## src/rtl/ps_pkg.sv

```systemverilog
// Shared program-sequencer definitions: ureg address map and LIFO operation codes.
package ps_pkg;

  localparam logic [4:0] UREG_PCSTK  = 5'b00100;
  localparam logic [4:0] UREG_PCSTKP = 5'b00101;

  typedef enum logic [1:0] {
    LIFO_IDLE,
    LIFO_PUSH,
    LIFO_POP,
    LIFO_REPL
  } lifo_op_e;

endpackage

```

## src/rtl/ps_lifo.sv

```systemverilog
// Parameterised LIFO storage with entry-count pointer and full/empty flags.
module ps_lifo
  import ps_pkg::*;
#(
  parameter int unsigned W     = 16,
  parameter int unsigned DEPTH = 8,
  parameter int unsigned PTR_W = $clog2(DEPTH + 1)
) (
  input  logic             clk_i,
  input  logic             rst_i,
  input  lifo_op_e         op_i,
  input  logic [W-1:0]     data_i,
  output logic [W-1:0]     top_o,
  output logic [PTR_W-1:0] ptr_o,
  output logic             empty_o,
  output logic             full_o
);

  localparam int unsigned AW = (DEPTH > 1) ? $clog2(DEPTH) : 1;

  logic [W-1:0]     mem_q [DEPTH];
  logic [PTR_W-1:0] ptr_q, ptr_d;
  logic             wr_en;
  logic [AW-1:0]    wr_idx;
  logic [AW-1:0]    top_idx;

  assign top_idx = AW'(ptr_q - PTR_W'(1));
  assign empty_o = (ptr_q == '0);
  assign full_o  = (ptr_q == PTR_W'(DEPTH));
  assign ptr_o   = ptr_q;
  assign top_o   = empty_o ? '0 : mem_q[top_idx];

  always_comb begin
    ptr_d  = ptr_q;
    wr_en  = 1'b0;
    wr_idx = AW'(ptr_q);
    unique case (op_i)
      LIFO_PUSH: begin
        if (!full_o) begin
          wr_en = 1'b1;
          ptr_d = ptr_q + PTR_W'(1);
        end
      end
      LIFO_POP: begin
        if (!empty_o) ptr_d = ptr_q - PTR_W'(1);
      end
      LIFO_REPL: begin
        if (!empty_o) begin
          wr_en  = 1'b1;
          wr_idx = top_idx;
        end
      end
      default: ;
    endcase
  end

  always_ff @(posedge clk_i) begin
    if (rst_i) ptr_q <= '0;
    else       ptr_q <= ptr_d;
  end

  // Storage is deliberately not reset; only the write is suppressed during reset.
  always_ff @(posedge clk_i) begin
    if (wr_en && !rst_i) mem_q[wr_idx] <= data_i;
  end

endmodule

```

## src/rtl/ps_pcstk.sv

```systemverilog
// Program-sequencer PC stack: push/pop arbitration, sticky ovf/unf and ureg read mux.
module ps_pcstk
  import ps_pkg::*;
#(
  parameter int unsigned PC_W  = 16,
  parameter int unsigned DEPTH = 8,
  parameter int unsigned PTR_W = $clog2(DEPTH + 1)
) (
  input  logic             clk,
  input  logic             rst,
  input  logic             ps_wrt_en,
  input  logic [4:0]       ps_wrt_add,
  input  logic [PC_W-1:0]  ps_bus_wrt_dt,
  input  logic [4:0]       ps_rd_add,
  input  logic             ps_popstck,
  input  logic             ps_call,
  input  logic [PC_W-1:0]  ps_call_rtn_pc,
  input  logic             ps_rts,
  input  logic             ps_stkyclr,
  output logic [PC_W-1:0]  ps_pcstk_rd_dt,
  output logic [PC_W-1:0]  ps_rts_pc,
  output logic [PTR_W-1:0] ps_pcstk_ptr,
  output logic             ps_pcstk_empty,
  output logic             ps_pcstk_full,
  output logic             ps_pcstk_ovf,
  output logic             ps_pcstk_unf
);

  logic            psh, pop;
  logic [PC_W-1:0] psh_dt;
  lifo_op_e        op;
  logic            ovf_q, ovf_d, unf_q, unf_d;
  logic            ovf_set, unf_set;

  assign psh    = ps_call | (ps_wrt_en & (ps_wrt_add == UREG_PCSTK));
  assign pop    = ps_popstck | ps_rts;
  assign psh_dt = ps_call ? ps_call_rtn_pc : ps_bus_wrt_dt;

  // Push+pop on an empty stack degrades to a plain push.
  always_comb begin
    op = LIFO_IDLE;
    if (psh && pop) op = ps_pcstk_empty ? LIFO_PUSH : LIFO_REPL;
    else if (psh)   op = LIFO_PUSH;
    else if (pop)   op = LIFO_POP;
  end

  ps_lifo #(
    .W     (PC_W),
    .DEPTH (DEPTH),
    .PTR_W (PTR_W)
  ) u_lifo (
    .clk_i   (clk),
    .rst_i   (rst),
    .op_i    (op),
    .data_i  (psh_dt),
    .top_o   (ps_rts_pc),
    .ptr_o   (ps_pcstk_ptr),
    .empty_o (ps_pcstk_empty),
    .full_o  (ps_pcstk_full)
  );

  assign ovf_set = psh & ~pop & ps_pcstk_full;
  assign unf_set = pop & ~psh & ps_pcstk_empty;
  assign ovf_d   = (ovf_q & ~ps_stkyclr) | ovf_set;
  assign unf_d   = (unf_q & ~ps_stkyclr) | unf_set;

  always_ff @(posedge clk) begin
    if (rst) begin
      ovf_q <= 1'b0;
      unf_q <= 1'b0;
    end else begin
      ovf_q <= ovf_d;
      unf_q <= unf_d;
    end
  end

  assign ps_pcstk_ovf = ovf_q;
  assign ps_pcstk_unf = unf_q;

  always_comb begin
    ps_pcstk_rd_dt = '0;
    unique case (ps_rd_add)
      UREG_PCSTK:  ps_pcstk_rd_dt = ps_rts_pc;
      UREG_PCSTKP: ps_pcstk_rd_dt = PC_W'(ps_pcstk_ptr);
      default:     ps_pcstk_rd_dt = '0;
    endcase
  end

endmodule

```

## config.mk

```make
export PLATFORM = sky130hd
export DESIGN_NAME = ps_pcstk
export DESIGN_NICKNAME = d
export VERILOG_FILES = /design/src/rtl/ps_pkg.sv /design/src/rtl/ps_lifo.sv /design/src/rtl/ps_pcstk.sv
export SDC_FILE = /design/constraint.sdc
export NUM_CORES = 1
export LEC_CHECK = 0
export CAP_MARGIN = 15
export CORE_ASPECT_RATIO = 1.25
export CORE_MARGIN = 1
export CORE_UTILIZATION = 56
export CTS_BUF_LIST = sky130_fd_sc_hd__clkbuf_8
export CTS_CLUSTER_SIZE = 20
export DETAILED_ROUTE_END_ITERATION = 10
export PLACE_DENSITY = 0.83
export SLEW_MARGIN = 20
export SYNTH_ARGS = -nofsm -noshare
export SYNTH_HDL_FRONTEND = slang
export SYNTH_SLANG_ARGS = --single-unit
```

## constraint.sdc

```tcl
create_clock -name clk -period 4.2 [get_ports clk]
set_input_delay 0.84 -clock clk [delete_from_list [all_inputs] [get_ports clk]]
set_output_delay 0.84 -clock clk [all_outputs]
set_load 0.02 [all_outputs]
```

==> results of run 1 <==
-- path summary, 6_finish.rpt --
check	start	endpoint	slack, ns
setup / recovery	u_lifo.ptr_o[1]$_SDFFE_PP0P_	ps_pcstk_rd_dt[4]	0.37
hold / removal	ps_pcstk_unf$_SDFF_PP0_	ps_pcstk_unf$_SDFF_PP0_	0.50
setup reg to reg	u_lifo.ptr_o[1]$_SDFFE_PP0P_	u_lifo.mem_q[6][9]$_DFFE_PP_	0.82
hold reg to reg	ps_pcstk_unf$_SDFF_PP0_	ps_pcstk_unf$_SDFF_PP0_	0.50
-- metal layers --
| metal | global-route usage [%] | share of wire (%) | vias to the layer above |
|---|---|---|---|
| met2 | 41.58 | 52 | 158 |
| met3 | 6.217 | 5.9 | 34 |
| met5 | 0 | 0 | - |
| met4 | 14.06 | 3.3 | 0 |
| met1 | 30.66 | 39 | 1734 |
| li1 | - | - | 1542 |
-- power groups by stage --
| stage | Clock, uW | Sequential, uW | Combinational, uW |
|---|---|---|---|
| floorplan | 0 | 1680 | 1270 |
| global placement | 0 | 1670 | 1940 |
| detailed placement | 0 | 1680 | 1970 |
| CTS | 1130 | 1650 | 1990 |
| global route | 1190 | 1660 | 2120 |
| finish | 1110 | 1650 | 1980 |
-- area by class of cell --
class                      count  share of cell area [%]
clock inverter                14                   2.557
timing repair buffer         102                   13.79
inverter                       5                  0.3283
sequential                   134                   54.75
multi-input combinational    177                   23.17
tap                          126                   2.177
clock buffer                  17                   3.231
-- cells in the mapped netlist, types with 2 or more instances --
master     instances  area share, %
edfxtp_1         128             67
mux4_2            32             13
nand2_1           29            1.9
a21oi_1           19            1.7
mux2_2            17            3.3
nor2_1            17            1.1
a211oi_1          14            1.8
clkbuf_1          10           0.65
o21ai_0            8           0.70
mux2i_1            7            1.2
and3_1             6           0.65
buf_2              6           0.52
dfxtp_1            6            2.1
inv_1              4           0.26
nand2b_1           3           0.33
xnor2_1            3           0.46
a2111oi_2          2           0.52
ha_1               2           0.44
nor2b_1            2           0.22
nor4b_1            2           0.31
or3_1              2           0.22
-- registers in the layout (all words and copies together) (netlist names) --
name and flops:
ps_pcstk_ovf 1, u_lifo.mem_q 128, ps_pcstk_unf 1, u_lifo.ptr_o 4
-- logic make-up (layout without fill, tap and decap cells) --
kind of cell               Yosys count  after routing  share of synthesized area [%]
DFF                                134            134                          69.00
and+or+nand+nor                     65             65                          5.250
xor gates and xnor gates             4              4                         0.6100
AOI/OAI and AO/OA                   49             49                          5.554
adders and majority gates            2              2                         0.4356
muxes                               57             57                          17.36
buffers and inverters               23            138                          1.786
-- metrics by stage --
step	worst slack (ns)	cells
finish	0.3650	575
global route	0.2446	575
CTS	0.3451	575
detailed placement	0.3740	544
global placement	0.4833	544
floorplan	0.3797	334
-- layout by cell type, fill, tap and decap left out, drive strengths merged --
| master | instances |
|---|---|
| nor2 | 17 |
| a32oi | 1 |
| and2 | 1 |
| or3 | 2 |
| nand2b | 3 |
| nand2 | 29 |
| dfxtp | 6 |
| or2 | 1 |
| clkbuf | 17 |
| inv | 6 |
| edfxtp | 128 |
| bufinv | 4 |
| a21oi | 20 |
| xnor2 | 3 |
| buf | 14 |
| and3 | 6 |
| a32o | 1 |
| clkdlybuf4s50 | 88 |
| clkinvlp | 2 |
| a21o | 1 |
| ha | 2 |
| clkinv | 7 |
| a211o | 1 |
| nor4b | 2 |
| mux2 | 18 |
| or3b | 1 |
| xor2 | 1 |
| mux4 | 32 |
| a211oi | 14 |
| nand4 | 1 |
| a2111oi | 2 |
| mux2i | 7 |
| o21ai | 9 |
| nor2b | 2 |
-- worst min-delay path, stage by stage (launching register included) --
cell and delay [ns]:
dfxtp_1 0.33, a32oi_1 0.06, nor2_1 0.07
==> key figures, run 1 <==
Clocking
  – CTS Buffer Depth: 2
  – Clk_lat worst skew: between 0.4 and 0.5 ns
  – Post-cts resize count: 0
  – CTS Sinks: around 130
  – CTS Buf Count: 17
  – CTS tree: done
  – Cts hold-fix bufs: 0
  – Reg clk slew, reported paths: ~0.070 ns
  – Post-CTS Setup Bufs: 0
  – Root Buffer: clkbuf_8
  – H-tree levels: 4

STA
  – Fin crit period: approximately 3.8 ns
  – Total Neg Setup Slack: 0 ns
  – Part of the cycle the worst path needs: about nine tenths
  – Rel. slew slack: around two fifths
  – Final Skew: 0.006479 ns
  – Final hold vios: 0
  – Worst slew pin tran: between 0.9 and 1 ns
  – FMAX: 260.8 MHz
  – Final setup vio count: 0
  – Worst Hold Slack: 0.4957 ns
  – Pins over their slew limit: 0
  – RSZ-0062 raised after global routing: no

Yosys
  – Most common flop cell mapped by yosys: edfxtp_1
  – Unique masters post-synth: 36
  – EDFF count, synth: approximately 130
  – Async set-or-reset flop fraction in the synthesized netlist: 0%
  – Sequential area share after synthesis: just under 70%
  – Yosys reg bits: 134
  – Yosys warning count: 0
  – Syn Nets: approximately 390
  – Synthesized area: around 5700 um2
  – Syn Inst Count: about 330
  – Mean Syn Cell Area: 17.20 um2

Pwr
  – Switching share of power: around a third
  – Comb pwr share: 41.7%
  – Int Power: ~3100 uW
  – Reg power frac: between 30% and 40%
  – Part of the power in the clock network: between 20% and 30%
  – VDD IR max: ~0.44 mV
  – Sw power: ~1600 uW
  – Leak: between 0.002 and 0.0025 uW
  – PD cells: around 650 nW/um2
  – Total Power: about 4700 uW

Floorplan
  – Row count: 40
  – Core Area: 9809 um2
  – Initial Util: approximately 59%
  – DIE HEIGHT: 115.2 um
  – # IOs: 89
  – Die area: around 11,000 um2
  – Die Wd: about 93 um

Critical path
  – Slowest stage cell, crit path: clkdlybuf4s50_1
  – Crit path required time: ~3.4 ns
  – CP max FO: 19
  – Worst EP arrival: around 3.0 ns
  – Crit path launch type: flip-flop
  – Max stage delay on crit path: just under 0.7 ns
  – Kind of critical path: reg -> out
  – Critical Path Stages: 7
  – FF-to-FF path depth: 7
  – Critical Path End Type: output port
  – Worst-path cell chain: inv_1 > ha_1 > buf_4 > mux4_2 > nand2_1 > a211oi_1 > clkdlybuf4s50_1
  – Buffers plus inverters on the worst setup path: 3
  – Delay-heaviest family, CP: buffers and inverters

Layout
  – Final Instance Area: roughly 7200 um2
  – Ant. Diodes: 0
  – Nets: between 400 and 500
  – Area grow syn2layout: 26.07%
  – Share of cells above drive strength 1: between 20% and 30%
  – End-of-flow core utilization: 73.83%
  – Reg area: slightly below 4000 um2
  – FILL cells: 589
  – Multi-input combinational cell area: 1678 um2

Hold path
  – Hold Path Cell Cnt: 2
  – Tightest Hold Check Type: reg -> reg

Job
  – Max Cap Viol: 0

Route
  – Routed WL per cell: between 20 and 25 um
  – DRC: 0
  – DRT Pass-1 Iters: 5
  – DRT iter0 DRCs: between 300 and 400
  – Post-DRT Antenna Nets: 0
  – DR vias: 3,468
  – Routed vias/inst: a little over 6
  – Final WL: between 10,000 and 15,000 um

Placement
  – Post-DP HPWL: between 7000 and 8000 um
  – Port Buf Inserts: 88
  – GP Congestion: about 0.79
  – Placed instance area: 6823 um2

GRT
  – Pin count of the biggest net entering global routing: 40
  – First-pass GRT wire length: approximately 19,000 um
  – Vias in the first global route: 3,666
  – Total GRT Usage: between 20% and 30%
  – Initial antenna violation count: 0
  – Overflow after GRT: 0

Status
  – Outcome: completed
Power figures use the tool's default switching activity.
==> run 2: changes to the inputs <==
CORE_MARGIN = 5   (was 1)
SETUP_SLACK_MARGIN = 0.02   (was unset)
==> run 2 against run 1 <==
Net effect:
- sequential power barely moved
- worst hold slack better by 0.023 ns
- fmax decreased by 3.4%
- via count rose by 0.46%
- combinational power up 2%
- worst setup slack got worse by 0.13 ns
- first-iteration DRC count is 7.6% lower
- non-clock buffer count rose by 7
==> key figures, run 2 (synthesis gave the netlist of run 1 again) <==
Layout
  – Nets: 495 (+1.4%)
  – Reg area: 3965 um2 (unchanged)
  – End-of-flow core utilization: 72.01% (-1.8 points)
  – Max FFs per register: 128 (unchanged)
  – FILL cells: 652 (+11%)
  – Most frequent cells in the layout: edfxtp_1 (128), clkdlybuf4s50_1 (88), mux4_2 (32)
  – Share of cells above drive strength 1: 23.90% (+1.4 points)
  – Ant. Diodes: 0 (unchanged)
  – Final Instance Area: 7241 um2 (about the same)
  – Commonest non-fill, non-tap cell in the layout: edfxtp_1
  – Multi-input combinational cell area: 1680 um2 (+0.15%)
  – Largest Register: u_lifo.mem_q
  – Area grow syn2layout: 26.05% (about the same)

Clocking
  – CTS tree: done
  – CTS Buffer Depth: 2 (unchanged)
  – CTS Sinks: 134 (unchanged)
  – H-tree levels: 4 (unchanged)
  – Post-CTS Setup Bufs: 0 (unchanged)
  – Clk_lat worst skew: 0.43 ns (about the same)
  – Reg clk slew, reported paths: 0.08 ns (about the same)
  – CTS Buf Count: 17 (unchanged)
  – Root Buffer: clkbuf_8

STA
  – Part of the cycle the worst path needs: 94.49% (+3.2 points)
  – Fin crit period: 3.969 ns (+0.1336 ns)
  – Worst Hold Slack: 0.5187 ns (+0.02303 ns)
  – Final hold vios: 0 (unchanged)
  – Final Skew: 0.009231 ns (+0.002752 ns)
  – Rel. slew slack: 35.15% (-3.9 points)
  – RSZ-0062 raised after global routing: no
  – Worst slew pin tran: 0.9727 ns (+0.05882 ns)
  – FMAX: 252.0 MHz (-3.4%)
  – Total Neg Setup Slack: 0 ns (unchanged)
  – Final setup vio count: 0 (unchanged)
  – Pins over their slew limit: 0 (unchanged)

GRT
  – Pin count of the biggest net entering global routing: 40 (unchanged)
  – Gr busiest metal: met2
  – Met2 Use GR: 36.41% (-5.2 points)
  – First-pass GRT wire length: 19,250 um (+0.76%)
  – Met1 GRT Util: 26.62% (-4.0 points)
  – GR Util met3: 5.248% (-0.97 points)
  – Overflow after GRT: 0 (unchanged)
  – Initial antenna violation count: 0 (unchanged)
  – Vias in the first global route: 3,519 (-4.0%)
  – Total GRT Usage: 21.69% (-3.5 points)

Critical path
  – Reg2Reg Setup Slack: 0.85 ns (+0.03 ns)
  – Worst EP arrival: 3.13 ns (+0.14 ns)
  – Crit path launch type: flip-flop
  – Worst-path cell chain: inv_1 > ha_2 > buf_4 > mux4_2 > nand2_1 > a211oi_1 > clkdlybuf4s50_1
  – Worst R2R End: u_lifo.mem_q[7][7]$_DFFE_PP_
  – Kind of critical path: reg -> out
  – Worst R2R Start: u_lifo.ptr_o[1]$_SDFFE_PP0P_
  – Max stage delay on crit path: 0.68 ns (about the same)
  – FF-to-FF path depth: 7 (unchanged)
  – CP max FO: 14 (-5)
  – Critical Path End Type: output port
  – Crit path required time: 3.36 ns (about the same)
  – Slowest stage cell, crit path: clkdlybuf4s50_1

Floorplan
  – Core Area: 10,050 um2 (+2.5%)
  – Initial Util: 57.13% (-1.4 points)
  – DIE HEIGHT: 123.2 um (+6.9%)
  – Die Wd: 100.6 um (+8.6%)
  – # IOs: 89 (unchanged)
  – Die area: 12,400 um2 (+16%)
  – Row count: 41 (+2.5%)

Hold path
  – Hold Path Cell Cnt: 2 (unchanged)
  – Min-delay src: ps_pcstk_unf$_SDFF_PP0_
  – Worst Hold End: ps_pcstk_unf$_SDFF_PP0_
  – Tightest Hold Check Type: reg -> reg

Route
  – DRC: 0 (unchanged)
  – Routed WL per cell: 21.65 um (+3.6%)
  – DRT Pass-1 Iters: 4 (-1)
  – Routed vias/inst: 5.956 (-1.3%)
  – Final WL: 12,670 um (+5.4%)
  – Post-DRT Antenna Nets: 0 (unchanged)
  – DRT iter0 DRCs: 278 (-7.6%)
  – DR vias: 3,484 (+0.46%)

Placement
  – Post-DP HPWL: 8405 um (+9.8%)
  – Port Buf Inserts: 88 (unchanged)
  – Placed instance area: 6867 um2 (+0.64%)
  – GP Congestion: 0.7491 (-4.9%)

Pwr
  – Total Power: 4669 uW (-1.5%)
  – VDD IR max: 0.3874 mV (-11%)
  – Leak: 0.002374 uW (-0.33%)
  – PD cells: 644.8 nW/um2 (-1.5%)

Status
  – Outcome: completed

Job
  – Max Cap Viol: 0 (unchanged)
==> run 2: layout make-up <==
type	count	share of cell area, %
Clock inverter	14	1.901
Sequential cell	134	54.76
Inverter	5	0.3283
Multi-Input combinational cell	177	23.21
Timing Repair Buffer	109	14.34
Tap cell	129	2.229
Clock buffer	17	3.231
==> run 2: critical path: cells and delay by family (launching register included) <==
family	cells	cell delay, ns
multiplexers	1	0.21
AND/OR/NAND/NOR	1	0.07
flip-flops	1	0.48
adder cells (fa/ha/maj)	1	0.55
AO/OA/AOI/OAI	1	0.34
buffers and inverters	3	1.05
==> run 2: worst max path at each step <==
stage	startpoint	end	slack, ns	cells after the start
detailed placement	ps_rd_add[3]	ps_pcstk_rd_dt[3]	0.38	7
finish	u_lifo.ptr_o[1]$_SDFFE_PP0P_	ps_pcstk_rd_dt[4]	0.23	7
floorplan	u_lifo.ptr_o[0]$_SDFFE_PP0P_	ps_pcstk_rd_dt[15]	0.38	9
global route	u_lifo.ptr_o[1]$_SDFFE_PP0P_	ps_pcstk_rd_dt[4]	0.04	7
CTS	u_lifo.ptr_o[1]$_SDFFE_PP0P_	ps_pcstk_rd_dt[4]	0.06	7
global placement	ps_rd_add[1]	ps_pcstk_rd_dt[4]	0.49	6
==> run 2: power by group <==
part	switching [uW]	total (uW)	leakage (uW)	internal, uW
Combinational	1120	2020	0.000995	903
Sequential	48.6	1650	0.00121	1610
Clock	475	991	0.000173	516
Total	1650	4670	0.00237	3020
==> run 2: timing repair <==
action,4_1_cts,5_1_grt
hold buffers,0,0
setup endpoints to repair,0,14
endpoints found under the hold margin,0,0
gates resized for setup,0,1
==> run 2: metal layers <==
layer,vias to the layer above,part of all wire [%]
li1,1558,-
met1,1766,39
met2,140,53
met3,20,6.0
met4,0,2.0
met5,-,0
==> run 2: stage by stage <==
stage | worst slack (ns) | instances
final | 0.2314 | 585
after global routing | 0.03760 | 585
after CTS | 0.05616 | 585
after detailed placement | 0.3828 | 554
after global placement | 0.4860 | 554
after floorplan | 0.3797 | 334
==> run 3: changes to the inputs <==
TNS_END_PERCENT = 100   (was unset)
==> results of run 3 <==
The final DEF is identical to that of run 2; final timing and power are the same.
